<file path="config.mk">
export PLATFORM = sky130hd
export DESIGN_NAME = s2b_cnt
export DESIGN_NICKNAME = d
export VERILOG_FILES = /design/src/rtl/s2b_cnt.sv
export SDC_FILE = /design/constraint.sdc
export NUM_CORES = 1
export LEC_CHECK = 0
export ABC_CLOCK_PERIOD_IN_PS = 2300
export CAP_MARGIN = 20
export CORE_UTILIZATION = 54
export CTS_CLUSTER_DIAMETER = 60
export DETAILED_ROUTE_END_ITERATION = 10
export PLACE_DENSITY = 0.89
export SLEW_MARGIN = 20
export SYNTH_ARGS = -nofsm -noshare
export SYNTH_HDL_FRONTEND = slang
export SYNTH_SLANG_ARGS = --single-unit
</file>
<file path="constraint.sdc">
create_clock -name clk -period 2.3 [get_ports clk]
set_input_delay 0.46 -clock clk [delete_from_list [all_inputs] [get_ports clk]]
set_output_delay 0.46 -clock clk [all_outputs]
set_load 0.02 [all_outputs]
</file>
<file path="src/rtl/s2b_cnt.sv">
`default_nettype none
// ============================================================================
// s2b_cnt : counts ones of a unipolar stochastic bitstream over 2^INWD valid
//           samples and publishes the saturated INWD-bit binary value.
// Rev 1.0
// ============================================================================
module s2b_cnt #(
  parameter int INWD = 8
) (
  input  logic            clk,
  input  logic            rst,
  input  logic            iStart,
  input  logic            iEn,
  input  logic            iBit,
  output logic [INWD-1:0] oC,
  output logic            oValid,
  output logic            oBusy
);

  localparam logic [0:0]      S_IDLE   = 1'b0;
  localparam logic [0:0]      S_ACC    = 1'b1;
  localparam logic [INWD-1:0] LAST_IDX = '1;

  logic [0:0]      state_q,   state_d;
  logic [INWD-1:0] bit_cnt_q, bit_cnt_d;
  logic [INWD:0]   one_cnt_q, one_cnt_d;
  logic [INWD-1:0] c_q,       c_d;
  logic            valid_q,   valid_d;

  logic            last_sample;
  logic [INWD:0]   ones_sum;

  assign last_sample = (state_q == S_ACC) && iEn && (bit_cnt_q == LAST_IDX);
  assign ones_sum    = one_cnt_q + {{INWD{1'b0}}, iBit};

  // State register
  always_ff @(posedge clk) begin
    if (rst) begin
      state_q <= S_IDLE;
    end else begin
      state_q <= state_d;
    end
  end

  // Next-state logic
  always_comb begin
    state_d = state_q;
    case (state_q)
      S_IDLE:  if (iStart)      state_d = S_ACC;
      S_ACC:   if (last_sample) state_d = S_IDLE;
      default:                  state_d = S_IDLE;
    endcase
  end

  // FSM outputs
  always_comb begin
    oBusy = (state_q == S_ACC);
  end

  // Counters and result datapath
  always_comb begin
    bit_cnt_d = bit_cnt_q;
    one_cnt_d = one_cnt_q;
    c_d       = c_q;
    valid_d   = 1'b0;
    if (state_q == S_IDLE) begin
      if (iStart) begin
        bit_cnt_d = '0;
        one_cnt_d = '0;
      end
    end else if (iEn) begin
      bit_cnt_d = bit_cnt_q + INWD'(1'b1);
      one_cnt_d = ones_sum;
    end
    // A full window of ones reaches 2^INWD, one past the largest INWD-bit code
    if (last_sample) begin
      valid_d = 1'b1;
      c_d     = ones_sum[INWD] ? LAST_IDX : ones_sum[INWD-1:0];
    end
  end

  always_ff @(posedge clk) begin
    if (rst) begin
      bit_cnt_q <= '0;
      one_cnt_q <= '0;
      c_q       <= '0;
      valid_q   <= 1'b0;
    end else begin
      bit_cnt_q <= bit_cnt_d;
      one_cnt_q <= one_cnt_d;
      c_q       <= c_d;
      valid_q   <= valid_d;
    end
  end

  assign oC     = c_q;
  assign oValid = valid_q;

endmodule
`default_nettype wire

</file>
==> metrics.yaml, run 1 <==
power:
  p_leak_uw: 0.000484
  ir_worst_vdd_v: 0.000482
  power_density_mw_per_mm2: 504
synth:
  yosys_warnings: 0
  ys_ff_latch: 27
  synth_seq_area_share: 0.428
  netlist_area_mm2: 0.00126
  syn_avg_cell_area_um2: 8.90
  synth_cell_type_count: 32
  syn_nets: 150
  netlist_instances: 142
drt:
  dr.pass1.iters: 5
  met3WireLength_um: 137
  wl_per_cell_um: 14.7
  vias: 1108
  drt-vias-per-instance: 5.96
  drtAntennaViolNets: 0
  drtIter0Drc: 32
  route.met2.wl_um: 1320
  routed.top_layer: "met4"
  drc: 0
  wl_met1_um: 1230
  drt-total-wl_um: 2730
timing:
  worst_pin_slew_ps: 472
  setup_tns_ps: 0
  max_freq_mhz: 481
  layout_min_cycle_time_ps: 2080
  holdWs_ps: 529
  drv_slew: 0
  rsz0062_at_grt: "false"
  finalCritPeriodShare: 0.904
  setup_viol: 0
  max_slew_margin: 0.685
  finalHoldViolCount: 0
  fin_skew_ps: 9.06
worst_setup_path:
  regToRegStartpoint: "bit_cnt_q[0]$_SDFFE_PP0P_"
  worstReg2RegEnd: "oC[2]$_SDFFE_PP0N_"
  end_kind: "flop"
  cp-start-kind: "input pin"
  worstSetupStartpoint: "iBit"
  path_max_fanout: 8
  rr_worst_depth: 5
  critPathArrivalTime_ps: 2290
  worstSetupPathType: "input pin to flop"
  r2r_slack_ps: 290
  cp.required_ps: 2510
global_routing:
  track_usage: 0.255
  grt_antenna_before_repair: 0
  grt_pass1_wl_um: 4790
  overflow: 0
  grt_pass1_vias: 1048
  grt_start_max_net_pins: 15
clock_tree:
  clk_latency_ps: 330
  cts.clk_slew.worst_paths_ps: 140
  clk_path_buf_depth: 2
  root_buffer: "clkbuf_4"
  post-cts-setup-buffers: 0
  numClockSinks: 27
  cts_tree: "yes"
  postCtsHoldBufs: 0
  cts-buffers-inserted: 3
  ctsResizeCount: 0
  htree_levels: 1
layout:
  final_cell_mix: "dfxtp_1 (27), nor2_1 (24), clkdlybuf4s50_1 (14)"
  syn_to_final_growth_pct: 16.5
  postLayoutCoreUtil: 0.666
  num_antenna_cells: 0
  final_common_cell: "dfxtp_1"
  nFillCells: 187
  nets: 167
  final_layout_size_suffix_gt1_frac: 0.133
  post-route-cell-area_mm2: 0.00147
  instances_no_fill: 186
floorplanning:
  rows: 17
  start_util: 0.571
  die-height_um: 50.4
  die-area_mm2: 0.00254
  core_mm2: 0.00221
  die_w_um: 50.4
  io_pins: 15
min_path:
  hold_path_depth: 1
  min_to: "one_cnt_q[8]$_SDFFE_PP0P_"
  hold_class: "flop to flop"
  hold_start: "one_cnt_q[8]$_SDFFE_PP0P_"
place:
  port_buffers: 14
  dp_cells: 182
  placed_area_mm2: 0.00145
  gp_congestion: 0.828
  hpwl_um: 1950
run_status:
  status: "finished clean"
job:
  cap_violations: 0
area by class of cell:
type	count	area [µm²]	area share
inverter	3	11.3	0.00765
timing repair buffer	21	193	0.131
multi-input combinational	103	667	0.453
sequential	27	541	0.367
clock buffer	4	26.3	0.0178
tap	28	35.0	0.0238
Yosys cell counts:
| master | n | share of area |
|---|---|---|
| a211oi_1 | 1 | 0.0059 |
| a211oi_2 | 8 | 0.079 |
| a21o_1 | 3 | 0.018 |
| a21oi_1 | 7 | 0.028 |
| a22oi_1 | 3 | 0.018 |
| a311oi_1 | 4 | 0.028 |
| a31oi_1 | 1 | 0.0050 |
| and2_1 | 1 | 0.0050 |
| and3_1 | 1 | 0.0050 |
| buf_2 | 3 | 0.012 |
| buf_6 | 1 | 0.0089 |
| clkbuf_1 | 5 | 0.015 |
| dfxtp_1 | 27 | 0.43 |
| ha_1 | 3 | 0.030 |
| inv_1 | 3 | 0.0089 |
| mux2_2 | 1 | 0.0089 |
| mux2i_1 | 1 | 0.0079 |
| nand2_1 | 9 | 0.027 |
| nand3_1 | 6 | 0.024 |
| nand3b_1 | 3 | 0.018 |
| nand4_1 | 1 | 0.0050 |
| nand4_2 | 1 | 0.0099 |
| nor2_1 | 24 | 0.071 |
| nor2b_1 | 1 | 0.0050 |
| nor3_1 | 4 | 0.016 |
| nor4_1 | 2 | 0.0099 |
| o21ai_0 | 5 | 0.020 |
| o31ai_1 | 2 | 0.012 |
| or3_1 | 1 | 0.0050 |
| or3_2 | 1 | 0.0059 |
| xnor2_1 | 6 | 0.042 |
| xor2_1 | 3 | 0.021 |
layer usage:
metal | vias up | global-route usage
met5 | - | 0
met4 | 0 | 0.111
met3 | 4 | 0.0455
met2 | 32 | 0.433
met1 | 535 | 0.313
li1 | 537 | -
worst max-delay path: stages:
cell and delay [ps]:
clkdlybuf4s50_1 470, ha_1 170, ha_1 170, nand3_1 100, buf_4 160, o21ai_0 150, and3_1 480, a211oi_2 130
kinds of logic after synthesis:
logic type,synth area share
AND/OR/NAND/NOR,0.206
XOR/XNOR,0.0624
multiplexers,0.0168
AO/OA/AOI/OAI,0.213
adder cells (fa/ha/maj),0.0297
buffers and inverters,0.0446
flip-flops,0.428
worst max path at each step:
stage,to,depth (start not counted)
after global routing,oC[3]$_SDFFE_PP0N_,5
after global placement,oC[0]$_SDFFE_PP0N_,7
after floorplan,oC[0]$_SDFFE_PP0N_,7
after detailed placement,oC[2]$_SDFFE_PP0N_,8
final,oC[2]$_SDFFE_PP0N_,8
after CTS,oC[2]$_SDFFE_PP0N_,8
state kept, by name, summed over array words and instances (netlist names):
name / cells
oBusy: 1
bit_cnt_q: 8
oC: 8
one_cnt_q: 9
oValid: 1
stage by stage:
stage	setup slack (ps)	power (µW)
floorplan	447	521
global placement	-12.3	542
detailed placement	-115	545
CTS	237	742
global route	93.2	773
finish	220	743
power breakdown:
part / leakage [µW] / internal (µW) / switching, µW
Combinational: 0.000251 / 25.1 / 35.3
Clock: 0.0000150 / 68.1 / 139
Sequential: 0.000218 / 471 / 4.16
(Power assumes the default switching activity.)
==> inputs of run 2 (changes only) <==
--- a/config.mk
+++ b/config.mk
@@ -7,6 +7,7 @@
 export LEC_CHECK = 0
 export ABC_CLOCK_PERIOD_IN_PS = 2300
 export CAP_MARGIN = 20
+export CORE_ASPECT_RATIO = 0.75
 export CORE_UTILIZATION = 54
 export CTS_CLUSTER_DIAMETER = 60
 export DETAILED_ROUTE_END_ITERATION = 10
==> metrics.yaml, run 2 (synthesis gave the netlist of run 1 again) <==
layout:
  final_common_cell: "dfxtp_1"  # unchanged
  num_antenna_cells: 0  # unchanged
  largest-register: "one_cnt_q"  # unchanged
  final_cell_mix: "dfxtp_1 (27), nor2_1 (24), clkdlybuf4s50_1 (14)"  # unchanged
  nFillCells: 176  # was 187
  syn_to_final_growth_pct: 16.8  # was 16.5%
  postLayoutCoreUtil: 0.702  # was 0.666
  nets: 168  # was 167
  final_layout_size_suffix_gt1_frac: 0.145  # was 0.133
  largest_reg_flops: 9  # unchanged
  instances_no_fill: 183  # was 186
floorplanning:
  die_w_um: 57.9  # was 50.4 µm
  core_mm2: 0.00210  # was 0.00221 mm²
  start_util: 0.601  # was 0.571
  io_pins: 15  # unchanged
  die-height_um: 43.9  # was 50.4 µm
  rows: 14  # was 17
  die-area_mm2: 0.00254  # about the same
power:
  swShare: 0.244  # was 0.240
  power_density_mw_per_mm2: 503  # was 504 mW/mm²
  seqPwrFrac: 0.640  # about the same
  pwr-share-comb: 0.083  # was 0.081
  ir_worst_vdd_v: 0.000444  # was 0.000482 V
  p_leak_uw: 0.000491  # was 0.000484 µW
  pwr-share-clk: 0.277  # was 0.279
  p_switching_uw: 181  # was 178 µW
  intPower_uw: 561  # was 564 µW
  total_power_uw: 742  # was 743 µW
timing:
  finalCritPeriodShare: 0.893  # was 0.904
  rsz0062_at_grt: "false"  # unchanged
  setup_viol: 0  # unchanged
  holdWs_ps: 521  # was 529 ps
  fin_skew_ps: 6.31  # was 9.06 ps
  layout_setup_ws_ps: 246  # was 220 ps
  drv_slew: 0  # unchanged
  worst_pin_slew_ps: 587  # was 472 ps
  finalHoldViolCount: 0  # unchanged
  max_slew_margin: 0.607  # was 0.685
  max_freq_mhz: 487  # was 481 MHz
  layout_min_cycle_time_ps: 2050  # was 2080 ps
drt:
  drtAntennaViolNets: 0  # unchanged
  dr.pass1.iters: 7  # was 5
  vias: 1059  # was 1108
  drc: 1  # was 0
  wl_per_cell_um: 15.0  # was 14.7 µm
  drt-vias-per-instance: 5.79  # was 5.96
  drt-total-wl_um: 2750  # was 2730 µm
  drtIter0Drc: 21  # was 32
worst_setup_path:
  cpMostUsedCell: "ha_1"  # unchanged
  worstSetupPathType: "input pin to flop"  # unchanged
  path_cells: "clkdlybuf4s50_1 > ha_1 > ha_1 > nand3_1 > buf_4 > o21ai_0 > and3_1 > a211oi_2"  # unchanged
  critPathArrivalTime_ps: 2270  # was 2290 ps
  path_max_fanout: 8  # unchanged
  cp.required_ps: 2520  # was 2510 ps
  slowest_stage: "clkdlybuf4s50_1"  # was and3_1
  end_kind: "flop"  # unchanged
  cp-start-kind: "input pin"  # unchanged
  slowest_delay_ps: 460  # was 480 ps
place:
  port_buffers: 14  # unchanged
  hpwl_um: 1960  # was 1950 µm
  pre_cts_slack_ps: -108  # was -115 ps
  gp_congestion: 0.820  # was 0.828
  dp_cells: 179  # was 182
clock_tree:
  post-cts-setup-buffers: 0  # unchanged
  clk_path_buf_depth: 2  # unchanged
  root_buffer: "clkbuf_4"  # unchanged
  ctsResizeCount: 0  # unchanged
  htree_levels: 1  # unchanged
  numClockSinks: 27  # unchanged
  postCtsHoldBufs: 0  # unchanged
  cts-buffers-inserted: 3  # unchanged
  cts_tree: "yes"  # unchanged
  clk_latency_ps: 330  # about the same
  cts.clk_slew.worst_paths_ps: 140  # about the same
global_routing:
  grt_pass1_wl_um: 4420  # was 4790 µm
  grt_start_max_net_pins: 17  # was 15
  grt_pass1_vias: 1002  # was 1048
  grt_antenna_before_repair: 0  # unchanged
  track_usage: 0.234  # was 0.255
  overflow: 0  # unchanged
run_status:
  failed_checks: "design-rule violations"
  status: "finished with violations"  # was finished clean
job:
  cap_violations: 0  # unchanged
min_path:
  hold_class: "flop to flop"  # unchanged
[run 2: layout make-up]
type | instances | area, µm² | share of cell area
clock inverter | 1 | 5.00 | 0.00339
timing repair buffer | 22 | 200 | 0.136
inverter | 3 | 11.3 | 0.00763
multi-input combinational | 103 | 667 | 0.452
sequential | 27 | 541 | 0.366
tap | 24 | 30.0 | 0.0203
clock buffer | 3 | 22.5 | 0.0153
[run 2: through the flow]
| step | setup TNS (ps) | cell area [µm²] |
|---|---|---|
| global placement | -117 | 1450 |
| floorplan | 0 | 1260 |
| finish | 0 | 1480 |
| global route | 0 | 1480 |
| CTS | 0 | 1480 |
| detailed placement | -727 | 1450 |
[run 2: path summary, 6_finish.rpt]
kind | from | end | slack, ps | depth (start not counted)
setup / recovery | iBit | oC[0]$_SDFFE_PP0N_ | 250 | 8
hold / removal | one_cnt_q[8]$_SDFFE_PP0P_ | one_cnt_q[8]$_SDFFE_PP0P_ | 520 | 1
hold reg to reg | one_cnt_q[8]$_SDFFE_PP0P_ | one_cnt_q[8]$_SDFFE_PP0P_ | 520 | 1
setup reg to reg | bit_cnt_q[0]$_SDFFE_PP0P_ | oC[0]$_SDFFE_PP0N_ | 380 | 5
[run 2: worst max-delay path, delay by kind of cell]
family | cells | cell delay, ps
and+or+nand+nor | 2 | 550
buffers and inverters | 2 | 620
AOI/OAI and AO/OA | 2 | 280
adders and majority gates | 2 | 350
[run 2: routing by layer]
metal  share of wire  GRT usage  wire [µm]
met2            0.48      0.375       1310
met1            0.47      0.302       1280
met5               0          0          0
met4          0.0098      0.110         27
met3           0.046     0.0537        128
[run 2: power groups by stage]
stage               logic (µW)  registers (µW)  clock network [µW]
CTS                       59.9             475                 216
detailed placement        59.8             485                   0
global placement          58.1             485                   0
floorplan                 36.8             485                   0
global route              64.9             476                 234
finish                    61.4             475                 206
==> inputs of run 3 (changes only) <==
--- a/config.mk
+++ b/config.mk
@@ -9,7 +9,7 @@
 export CAP_MARGIN = 20
 export CORE_ASPECT_RATIO = 0.75
 export CORE_UTILIZATION = 54
-export CTS_CLUSTER_DIAMETER = 60
+export CTS_CLUSTER_DIAMETER = 150
 export DETAILED_ROUTE_END_ITERATION = 10
 export PLACE_DENSITY = 0.89
 export SLEW_MARGIN = 20
==> results of run 3 <==
Same layout as run 2: the final DEF is identical, and so are final timing and power.
